## config.mk

```make
export PLATFORM = sky130hd
export DESIGN_NAME = exec_controller
export DESIGN_NICKNAME = d
export VERILOG_FILES = /design/src/rtl/exec_controller.sv
export SDC_FILE = /design/constraint.sdc
export NUM_CORES = 1
export LEC_CHECK = 0
export BUFFER_PORTS_ARGS = -buffer_cell sky130_fd_sc_hd__buf_2
export CAP_MARGIN = 20
export CORE_MARGIN = 1
export CORE_UTILIZATION = 50
export DETAILED_ROUTE_END_ITERATION = 8
export GPL_TIMING_DRIVEN = 0
export PLACE_DENSITY = 0.85
export RECOVER_POWER = 25
export SKIP_LAST_GASP = 1
export SLEW_MARGIN = 20
export SYNTH_ARGS = -nofsm -noshare
export SYNTH_HDL_FRONTEND = slang
export SYNTH_SLANG_ARGS = --single-unit
```

## constraint.sdc

```tcl
create_clock -name clk -period 3.2 [get_ports clk]
set_clock_uncertainty 0.2 [all_clocks]
set_input_delay 0.16 -clock clk [delete_from_list [all_inputs] [get_ports clk]]
set_output_delay 0.16 -clock clk [all_outputs]
set_load 0.02 [all_outputs]
```

## src/rtl/exec_controller.sv

```systemverilog
// exec_controller
//   Sequences CPU execution by generating the cpu_enable strobe. It supports
//   four modes: halt, single-step from a push button, slow run and turbo run.
//   A hardware breakpoint on the instruction pointer stops a run. The block
//   also keeps a saturating count of issued instructions.
//
// Ports
//   clk          in   1      system clock
//   resetn       in   1      asynchronous active-low reset
//   mode         in   2      00 halt, 01 step, 10 run slow, 11 run turbo
//   step_btn     in   1      step/resume button (synchronised level, active-high)
//   bp_en        in   1      breakpoint enable
//   bp_addr      in   IP_W   breakpoint address
//   ip           in   IP_W   current cpu instruction pointer
//   cpu_enable   out  1      registered enable strobe, one clk per instruction
//   halted       out  1      state != RUN
//   at_break     out  1      state == BREAK
//   state        out  2      0 HALT, 1 STEP, 2 RUN, 3 BREAK
//   instr_count  out  CNT_W  instructions issued, saturating at all-ones
module exec_controller #(
  parameter int unsigned SLOW_CNT = 10_000_000,
  parameter int unsigned IP_W     = 8,
  parameter int unsigned CNT_W    = 16
) (
  input  logic             clk,
  input  logic             resetn,
  input  logic [1:0]       mode,
  input  logic             step_btn,
  input  logic             bp_en,
  input  logic [IP_W-1:0]  bp_addr,
  input  logic [IP_W-1:0]  ip,
  output logic             cpu_enable,
  output logic             halted,
  output logic             at_break,
  output logic [1:0]       state,
  output logic [CNT_W-1:0] instr_count
);

  localparam int unsigned TICK_W = (SLOW_CNT > 2) ? $clog2(SLOW_CNT) : 1;
  localparam logic [TICK_W-1:0] TICK_LAST = TICK_W'(SLOW_CNT - 1);

  typedef enum logic [1:0] {
    ST_HALT  = 2'd0,
    ST_STEP  = 2'd1,
    ST_RUN   = 2'd2,
    ST_BREAK = 2'd3
  } state_e;

  state_e             state_q, state_d;
  logic               en_q, en_d;
  logic [TICK_W-1:0]  tick_q, tick_d;
  logic [CNT_W-1:0]   cnt_q, cnt_d;
  logic               btn_q;
  logic               skip_q, skip_d;
  logic [1:0]         mode_q;

  logic step_edge;
  logic mode_chg;
  logic edge_ok;
  logic bp_match;
  logic pending;

  // A step edge coinciding with any mode change is discarded.
  assign step_edge = step_btn & ~btn_q;
  assign mode_chg  = (mode != mode_q);
  assign edge_ok   = step_edge & ~mode_chg;
  assign bp_match  = bp_en & (ip == bp_addr) & ~skip_q;

  always_comb begin
    state_d = state_q;
    tick_d  = '0;
    skip_d  = skip_q;
    en_d    = 1'b0;
    pending = 1'b0;

    unique case (mode)
      2'b00: begin
        state_d = ST_HALT;
        skip_d  = 1'b0;
      end
      2'b01: begin
        if (state_q == ST_STEP && edge_ok) begin
          en_d = 1'b1;
        end
        state_d = ST_STEP;
        skip_d  = 1'b0;
      end
      default: begin
        unique case (state_q)
          ST_HALT, ST_STEP: begin
            state_d = ST_RUN;
            skip_d  = 1'b0;
          end
          ST_BREAK: begin
            // Resume: execute the breakpoint instruction with the compare
            // suppressed for one issue.
            if (edge_ok) begin
              en_d    = 1'b1;
              skip_d  = 1'b1;
              state_d = ST_RUN;
            end
          end
          default: begin
            if (!mode_chg) begin
              if (mode[0]) begin
                // Turbo decides only in gap cycles so the compare always sees
                // the ip the cpu settled to after the previous enable.
                pending = ~en_q;
              end else begin
                pending = (tick_q == TICK_LAST);
                tick_d  = (tick_q == TICK_LAST) ? '0 : tick_q + TICK_W'(1);
              end
            end
            if (pending) begin
              skip_d = 1'b0;
              if (bp_match) begin
                state_d = ST_BREAK;
              end else begin
                en_d = 1'b1;
              end
            end
          end
        endcase
      end
    endcase
  end

  always_comb begin
    cnt_d = cnt_q;
    if (en_q && (cnt_q != '1)) begin
      cnt_d = cnt_q + CNT_W'(1);
    end
  end

  always_ff @(posedge clk or negedge resetn) begin
    if (!resetn) begin
      state_q <= ST_HALT;
      en_q    <= 1'b0;
      tick_q  <= '0;
      cnt_q   <= '0;
      btn_q   <= 1'b1;
      skip_q  <= 1'b0;
      mode_q  <= '0;
    end else begin
      state_q <= state_d;
      en_q    <= en_d;
      tick_q  <= tick_d;
      cnt_q   <= cnt_d;
      btn_q   <= step_btn;
      skip_q  <= skip_d;
      mode_q  <= mode;
    end
  end

  assign cpu_enable  = en_q;
  assign state       = state_q;
  assign halted      = (state_q != ST_RUN);
  assign at_break    = (state_q == ST_BREAK);
  assign instr_count = cnt_q;

endmodule
```

==> impl_metrics.csv, run 1 <==
group,metric,value,unit
floorplan,core,4440,µm²
timing,slew_viol_final,0,
detailed_routing,num_vias,1871,
clocking,clkTransAtPathRegs,0.08,ns
timing,holdWs,0.173,ns
clocking,cts_tree,"built",
global_routing,antenna_found_initial,0,
critical_path,rrSetupSlack,0.93,ns
job,drv_cap,0,
finish,fillers,364,
critical_path,startpoint_type,"input pin",
finish,num_antenna_cells,0,
pwr,total_leakage_power,1.23,nW
timing,finalSetupTns,0,ns
logic_synthesis,synth-edff-count,0,
timing,max_slew_margin,26.4,%
critical_path,crit_type,"in2reg",
detailed_routing,wl,4520,µm
logic_synthesis,yosysTopAreaCell,"dfrtp_1",
min_path,hp-start,"bp_en",
logic_synthesis,muxShareOfSynthArea,0.896,%
finish,fin_util,62.3,%
floorplan,rows,24,
critical_path,cp_max_fo,8,
pwr,powerDensity,397,nW/µm²
logic_synthesis,synth-compound-area-share,3.11,%
logic_synthesis,synth_top_family_by_area,"simple AND/OR/NAND/NOR gates",
global_routing,track_usage,20.1,%
logic_synthesis,yosys.area_share.xor_xnor,17.3,%
critical_path,arrival,2.29,ns
timing,fin_crit_sh,72.7,%
finish,seqCellArea,1180,µm²
logic_synthesis,synth-seq-cells,47,
detailed_routing,first_pass_iters,6,
critical_path,crit_chain,"dlygate4sd3_1, clkbuf_1, or2_2, a21oi_1, or4b_4, a32oi_1, a311oi_1",
clocking,clockBufferDepth,2,
detailed_routing,drc,0,
min_path,min_to,"cpu_enable",
clocking,clk_latency,0.29,ns
global_routing,grt_max_degree,48,
finish,fin_nets,312,
global_routing,grt_pass1_wl,7920,µm
timing,timing.fmax,0.430,GHz
global_routing,grt_pass1_vias,1811,
clocking,htreeDepth,2,
logic_synthesis,synth_flop_cell,"dfrtp_1",
logic_synthesis,synthArstFlopShare,100,%
logic_synthesis,yosys-top-cells-count,"dfrtp_1, nor2_1, xnor2_1, xor2_1, nand2_1",
floorplan,die_y,70.9,µm
pwr,ir_worst_vdd,0.399,mV
placement,gp_congestion,0.844,
outcome,status,"finished, final reports clean",
critical_path,r2r-end,"tick_q[7]",
floorplan,io_pins,43,
critical_path,r2r_cells,8,
timing,finalHoldViolCount,0,
timing,setup_viol,0,
detailed_routing,drt-initial-drc-count,56,
clocking,numCtsBuffers,5,
finish,multi_input_area,1140,µm²
logic_synthesis,synth_area,2370,µm²
critical_path,timing.rr.start,"tick_q[0]",
logic_synthesis,synth_warnings,0,
detailed_routing,vias_per_cell,5.49,
critical_path,worstPathRequired,3.16,ns
floorplan,dieArea,5030,µm²
placement,pre_cts_ws,0.947,ns
logic_synthesis,synth-seq-area-share,49.6,%
critical_path,worstSetupEndpointType,"flip-flop",
placement,hpwl,3270,µm
placement,portBuffers,42,
clocking,cts-root-buf,"clkbuf_8",
finish,syn2layout_area_growth,16.7,%
finish,drive_gt1_share,19.7,%
floorplan,start_util,53.4,%
logic_synthesis,synth_most_common_cell,"dfrtp_1",
detailed_routing,routedWlPerCell,13.2,µm
clocking,cts_resized,0,
logic_synthesis,synth_fa_ha_area_share,1.05,%
critical_path,cp_slowest_cell,"dlygate4sd3_1",
timing,fin_ws,0.873,ns
logic_synthesis,syn-num-nets,259,
logic_synthesis,ys_types,42,
clocking,clkSinkCount,47,
pwr,finalPower,1.10,mW
logic_synthesis,synthSimpleGateAreaFrac,25.6,%
min_path,min_path_type,"in2reg",
logic_synthesis,synthCells,235,
detailed_routing,antenna_left,0,
timing,rsz0062_at_grt,"false",
floorplan,die_x,70.9,µm
logic_synthesis,yosys.area.top_type_share,48.5,%
global_routing,overflow,0,
logic_synthesis,avgSynthCellArea,10.1,µm²
min_path,worstHoldPathCells,5,
logic_synthesis,synth_area_leaders,"dfrtp_1, xnor2_1, xor2_1",
timing,min_period,2.33,ns
timing,worstMarginPinSlew,1.10,ns
critical_path,critical-path-max-stage-delay,0.56,ns
==> where the power goes <==
part	internal (mW)	leakage (nW)	switching [mW]	total (mW)
clock network	0.153	0.0412	0.187	0.340
logic	0.0527	0.550	0.0712	0.124
registers	0.613	0.642	0.0213	0.634
==> placed cells by master (no fill, tap or decap), types with 2 or more instances in the layout <==
cell and count:
ha_1 2, clkbuf_1 7, nand3_1 9, a31oi_1 3, inv_1 5, and3_1 10, nand4_1 11, nand4b_1 2
a21oi_1 2, nand2_1 18, buf_2 41, nor4_1 4, nand3b_1 2, and2_1 2, and4_1 2, xnor2_1 25
nor3_1 8, xor2_1 22, nor4b_1 2, nor2_1 33, dlygate4sd3_1 4, clkbuf_8 5, dfrtp_1 46
==> sequential cells by signal, indices dropped and copies added (netlist names) <==
signal	cells
btn_q	1
skip_q	1
tick_q	24
instr_count	16
state	2
mode_q	2
cpu_enable	1
==> critical path: cells and delay by family <==
family | cells | cell delay [ns]
AND/OR/NAND/NOR | 2 | 0.84
buffers and inverters | 2 | 0.76
AO/OA/AOI/OAI | 3 | 0.52
==> how the worst max path moves through the flow <==
stage / startpoint / end / slack [ns] / cells past startpoint
2_1_floorplan: tick_q[0] / tick_q[10] / 1.18 / 8
3_3_place_gp: tick_q[0] / tick_q[21] / 1.00 / 8
3_5_place_dp: tick_q[0] / tick_q[10] / 0.95 / 8
4_1_cts: tick_q[0] / tick_q[7] / 0.94 / 8
5_1_grt: mode[1] / skip_q / 0.69 / 8
6_report: mode[0] / skip_q / 0.87 / 7
==> layout make-up <==
cell class                 instances  share of cell area, %
sequential                        47                   42.5
multi-input combinational        176                   41.1
timing repair buffer              46                   8.90
clock buffer                       6                   2.62
tap                               52                   2.35
buffer                             7                   1.36
inverter                           5                  0.678
clock inverter                     2                  0.452
==> routing by layer <==
metal	global-route usage (%)	wire, µm	vias up
met2	35.5	2240	42
met3	3.85	179	6
met5	0	0	-
li1	-	-	914
met4	4.67	40	0
met1	25.7	2050	909
==> through the flow <==
stage	std cells	area (µm²)
2_1_floorplan	235	2370
3_3_place_gp	329	2650
3_5_place_dp	329	2650
4_1_cts	341	2770
5_1_grt	341	2770
6_report	341	2770
==> cell families after synthesis <==
family | Yosys count
simple gates | 114
xor+xnor | 47
flops | 47
buf+inv | 12
compound gates | 11
mux | 2
fa+ha+maj | 2
==> what timing repair did <==
action	CTS	global route
hold buffers	4	0
endpoints found under the hold margin	49	0
buffers inserted	0	0
No activity file was read; power rests on OpenSTA's default activity.
==> run 2, diff against run 1 <==
--- a/config.mk
+++ b/config.mk
@@ -5,13 +5,14 @@
 export SDC_FILE = /design/constraint.sdc
 export NUM_CORES = 1
 export LEC_CHECK = 0
+export ABC_AREA = 1
 export BUFFER_PORTS_ARGS = -buffer_cell sky130_fd_sc_hd__buf_2
 export CAP_MARGIN = 20
 export CORE_MARGIN = 1
 export CORE_UTILIZATION = 50
 export DETAILED_ROUTE_END_ITERATION = 8
 export GPL_TIMING_DRIVEN = 0
-export PLACE_DENSITY = 0.85
+export PLACE_DENSITY = 0.84
 export RECOVER_POWER = 25
 export SKIP_LAST_GASP = 1
 export SLEW_MARGIN = 20
==> constraint.sdc (replaced) <==
create_clock -name clk -period 2.3 [get_ports clk]
set_clock_uncertainty 0.2 [all_clocks]
set_input_delay 0.115 -clock clk [delete_from_list [all_inputs] [get_ports clk]]
set_output_delay 0.115 -clock clk [all_outputs]
set_load 0.02 [all_outputs]
==> impl_metrics.csv, run 2 <==
group,metric,value,unit
detailed_routing,drc,0,
logic_synthesis,yosys.area.top_type_share,44.4,%
pwr,seqPwrFrac,56.3,%
detailed_routing,wl,5030,µm
clocking,postCtsSetupBuffers,0,
floorplan,rows,25,
placement,pre_cts_ws,0.384,ns
pwr,switching_share,27.5,%
detailed_routing,vias_per_cell,4.90,
critical_path,worstSetupEndpointType,"flip-flop",
detailed_routing,num_vias,2197,
job,drv_cap,0,
floorplan,core,4850,µm²
critical_path,crit_type,"reg2reg",
finish,fin_nets,404,
critical_path,rrSetupSlack,0.39,ns
clocking,cts_tree,"built",
critical_path,startpoint_type,"flip-flop",
pwr,p_int,1.15,mW
logic_synthesis,synth_most_common_cell,"nand2_1",
finish,drive_gt1_share,19.9,%
critical_path,arrival,1.95,ns
timing,finalHoldViolCount,0,
global_routing,grt_max_degree,48,
logic_synthesis,synthCells,327,
timing,worstMarginPinSlew,1.14,ns
logic_synthesis,synth_flop_cell,"dfrtp_1",
floorplan,die_y,74.0,µm
clocking,clk_latency,0.30,ns
finish,layout_common_cells,"nand2_1, nor2_1, dfrtp_1, buf_2, inv_1",
timing,timing.fmax,0.523,GHz
logic_synthesis,avgSynthCellArea,7.93,µm²
clocking,clkTransAtPathRegs,0.08,ns
detailed_routing,first_pass_iters,4,
detailed_routing,drt-initial-drc-count,117,
detailed_routing,antenna_left,0,
logic_synthesis,synthArstFlopShare,100,%
logic_synthesis,synth_area_leaders,"dfrtp_1, nand2_1, nor2_1",
logic_synthesis,ys_types,33,
outcome,status,"finished, final reports clean",
pwr,powerDensity,528,nW/µm²
timing,setup_viol,0,
timing,min_period,1.91,ns
finish,largest-register,"tick_q",
floorplan,io_pins,43,
placement,gp_congestion,0.841,
pwr,p_switching,0.436,mW
global_routing,overflow,0,
logic_synthesis,syn-num-nets,351,
timing,rsz0062_at_grt,"false",
pwr,finalPower,1.59,mW
clocking,numCtsBuffers,5,
min_path,min_path_type,"in2reg",
timing,fin_ws,0.386,ns
critical_path,timing.rr.start,"tick_q[0]",
critical_path,r2r_cells,8,
logic_synthesis,synth_area,2590,µm²
logic_synthesis,synth-edff-count,0,
min_path,worstHoldPathCells,8,
logic_synthesis,synth_warnings,0,
finish,mostFrequentLayoutCell,"nand2_1",
timing,slew_viol_final,0,
timing,max_slew_margin,24.2,%
floorplan,die_x,74.0,µm
pwr,p_clk_share,30.6,%
placement,hpwl,3770,µm
global_routing,antenna_found_initial,0,
detailed_routing,routedWlPerCell,11.2,µm
logic_synthesis,yosysTopAreaCell,"dfrtp_1",
logic_synthesis,synth-seq-area-share,45.4,%
placement,portBuffers,42,
critical_path,critPathLaunch,"tick_q[0]",
logic_synthesis,synth-seq-cells,47,
pwr,pwr-share-comb,13.2,%
finish,largest_register_ffs,24,
finish,num_antenna_cells,0,
global_routing,track_usage,21.0,%
clocking,cts-root-buf,"clkbuf_8",
finish,syn2layout_area_growth,15.9,%
clocking,htreeDepth,2,
floorplan,dieArea,5480,µm²
pwr,total_leakage_power,1.44,nW
global_routing,grt_pass1_vias,2087,
clocking,clockBufferDepth,2,
timing,finalSetupTns,0,ns
critical_path,cp_max_fo,10,
floorplan,start_util,53.5,%
clocking,clkSinkCount,47,
min_path,hp-start,"ip[3]",
logic_synthesis,yosys-top-cells-count,"nand2_1, nor2_1, dfrtp_1, inv_1, xnor2_1",
global_routing,grt_pass1_wl,8780,µm
critical_path,worstPathRequired,2.34,ns
timing,fin_crit_sh,83.2,%
pwr,ir_worst_vdd,0.482,mV
run 2: repair_timing:
action                    in CTS  in global routing
hold buffers                   4                  0
resized for setup              0                  0
hold endpoints to repair      51                  0
run 2: metrics by stage:
stage          util (%)  hold slack [ns]  instances  cell area [µm²]
2_1_floorplan         -           -0.381        327             2590
3_3_place_gp       59.5           0.0343        436             2890
3_5_place_dp       59.5           0.0374        436             2890
4_1_cts            62.0            0.117        448             3010
5_1_grt            62.0            0.196        448             3000
6_report           62.0            0.140        448             3000
run 2: path summary, 6_finish.rpt:
check                                  endpoint
worst max-delay path                 tick_q[13]
worst min-delay path                   state[0]
worst max register to register       tick_q[13]
worst min register to register        tick_q[0]
max in group asynchronous       instr_count[10]
min in group asynchronous            tick_q[13]
run 2: final cells by class:
type	count	area [µm²]
repair buffers	46	246
multi-input cells	239	1260
plain buffers	2	11.3
inverters	39	146
well taps	67	83.8
clock buffers	7	76.3
fillers	429	1840
clock inverters	1	5.00
flip-flops and latches	47	1180
run 2: per-layer routing:
layer | vias up | GRT usage (%) | wire length (µm)
met2 | 55 | 36.2 | 2460
met1 | 1013 | 26.3 | 2310
li1 | 1122 | - | -
met5 | - | 0 | 0
met3 | 7 | 3.79 | 203
met4 | 0 | 8.12 | 56
run 2: cells by family after synthesis:
kind of cell | after synthesis | synth area share, %
buffers and inverters | 41 | 6.08
and+or+nand+nor | 195 | 35.1
adders and majority gates | 2 | 0.965
AOI/OAI and AO/OA | 17 | 3.72
DFF | 47 | 45.4
xor gates and xnor gates | 25 | 8.74
run 2: power by group through the flow:
stage                     logic, mW  clock network [mW]  registers, mW
after floorplan              0.0890                   0          0.937
after global placement        0.200                   0          0.906
after detailed placement      0.205                   0          0.908
after CTS                     0.211               0.494          0.892
after global routing          0.235               0.527          0.896
final                         0.209               0.485          0.892
run 2: critical path, cell delays in order (launching register included):
cell	delay [ns]
dfrtp_1	0.40
ha_1	0.23
nand3_1	0.24
nor2_1	0.10
nand3_2	0.12
nand4_4	0.14
inv_2	0.20
o21ai_0	0.12
nor2_1	0.10
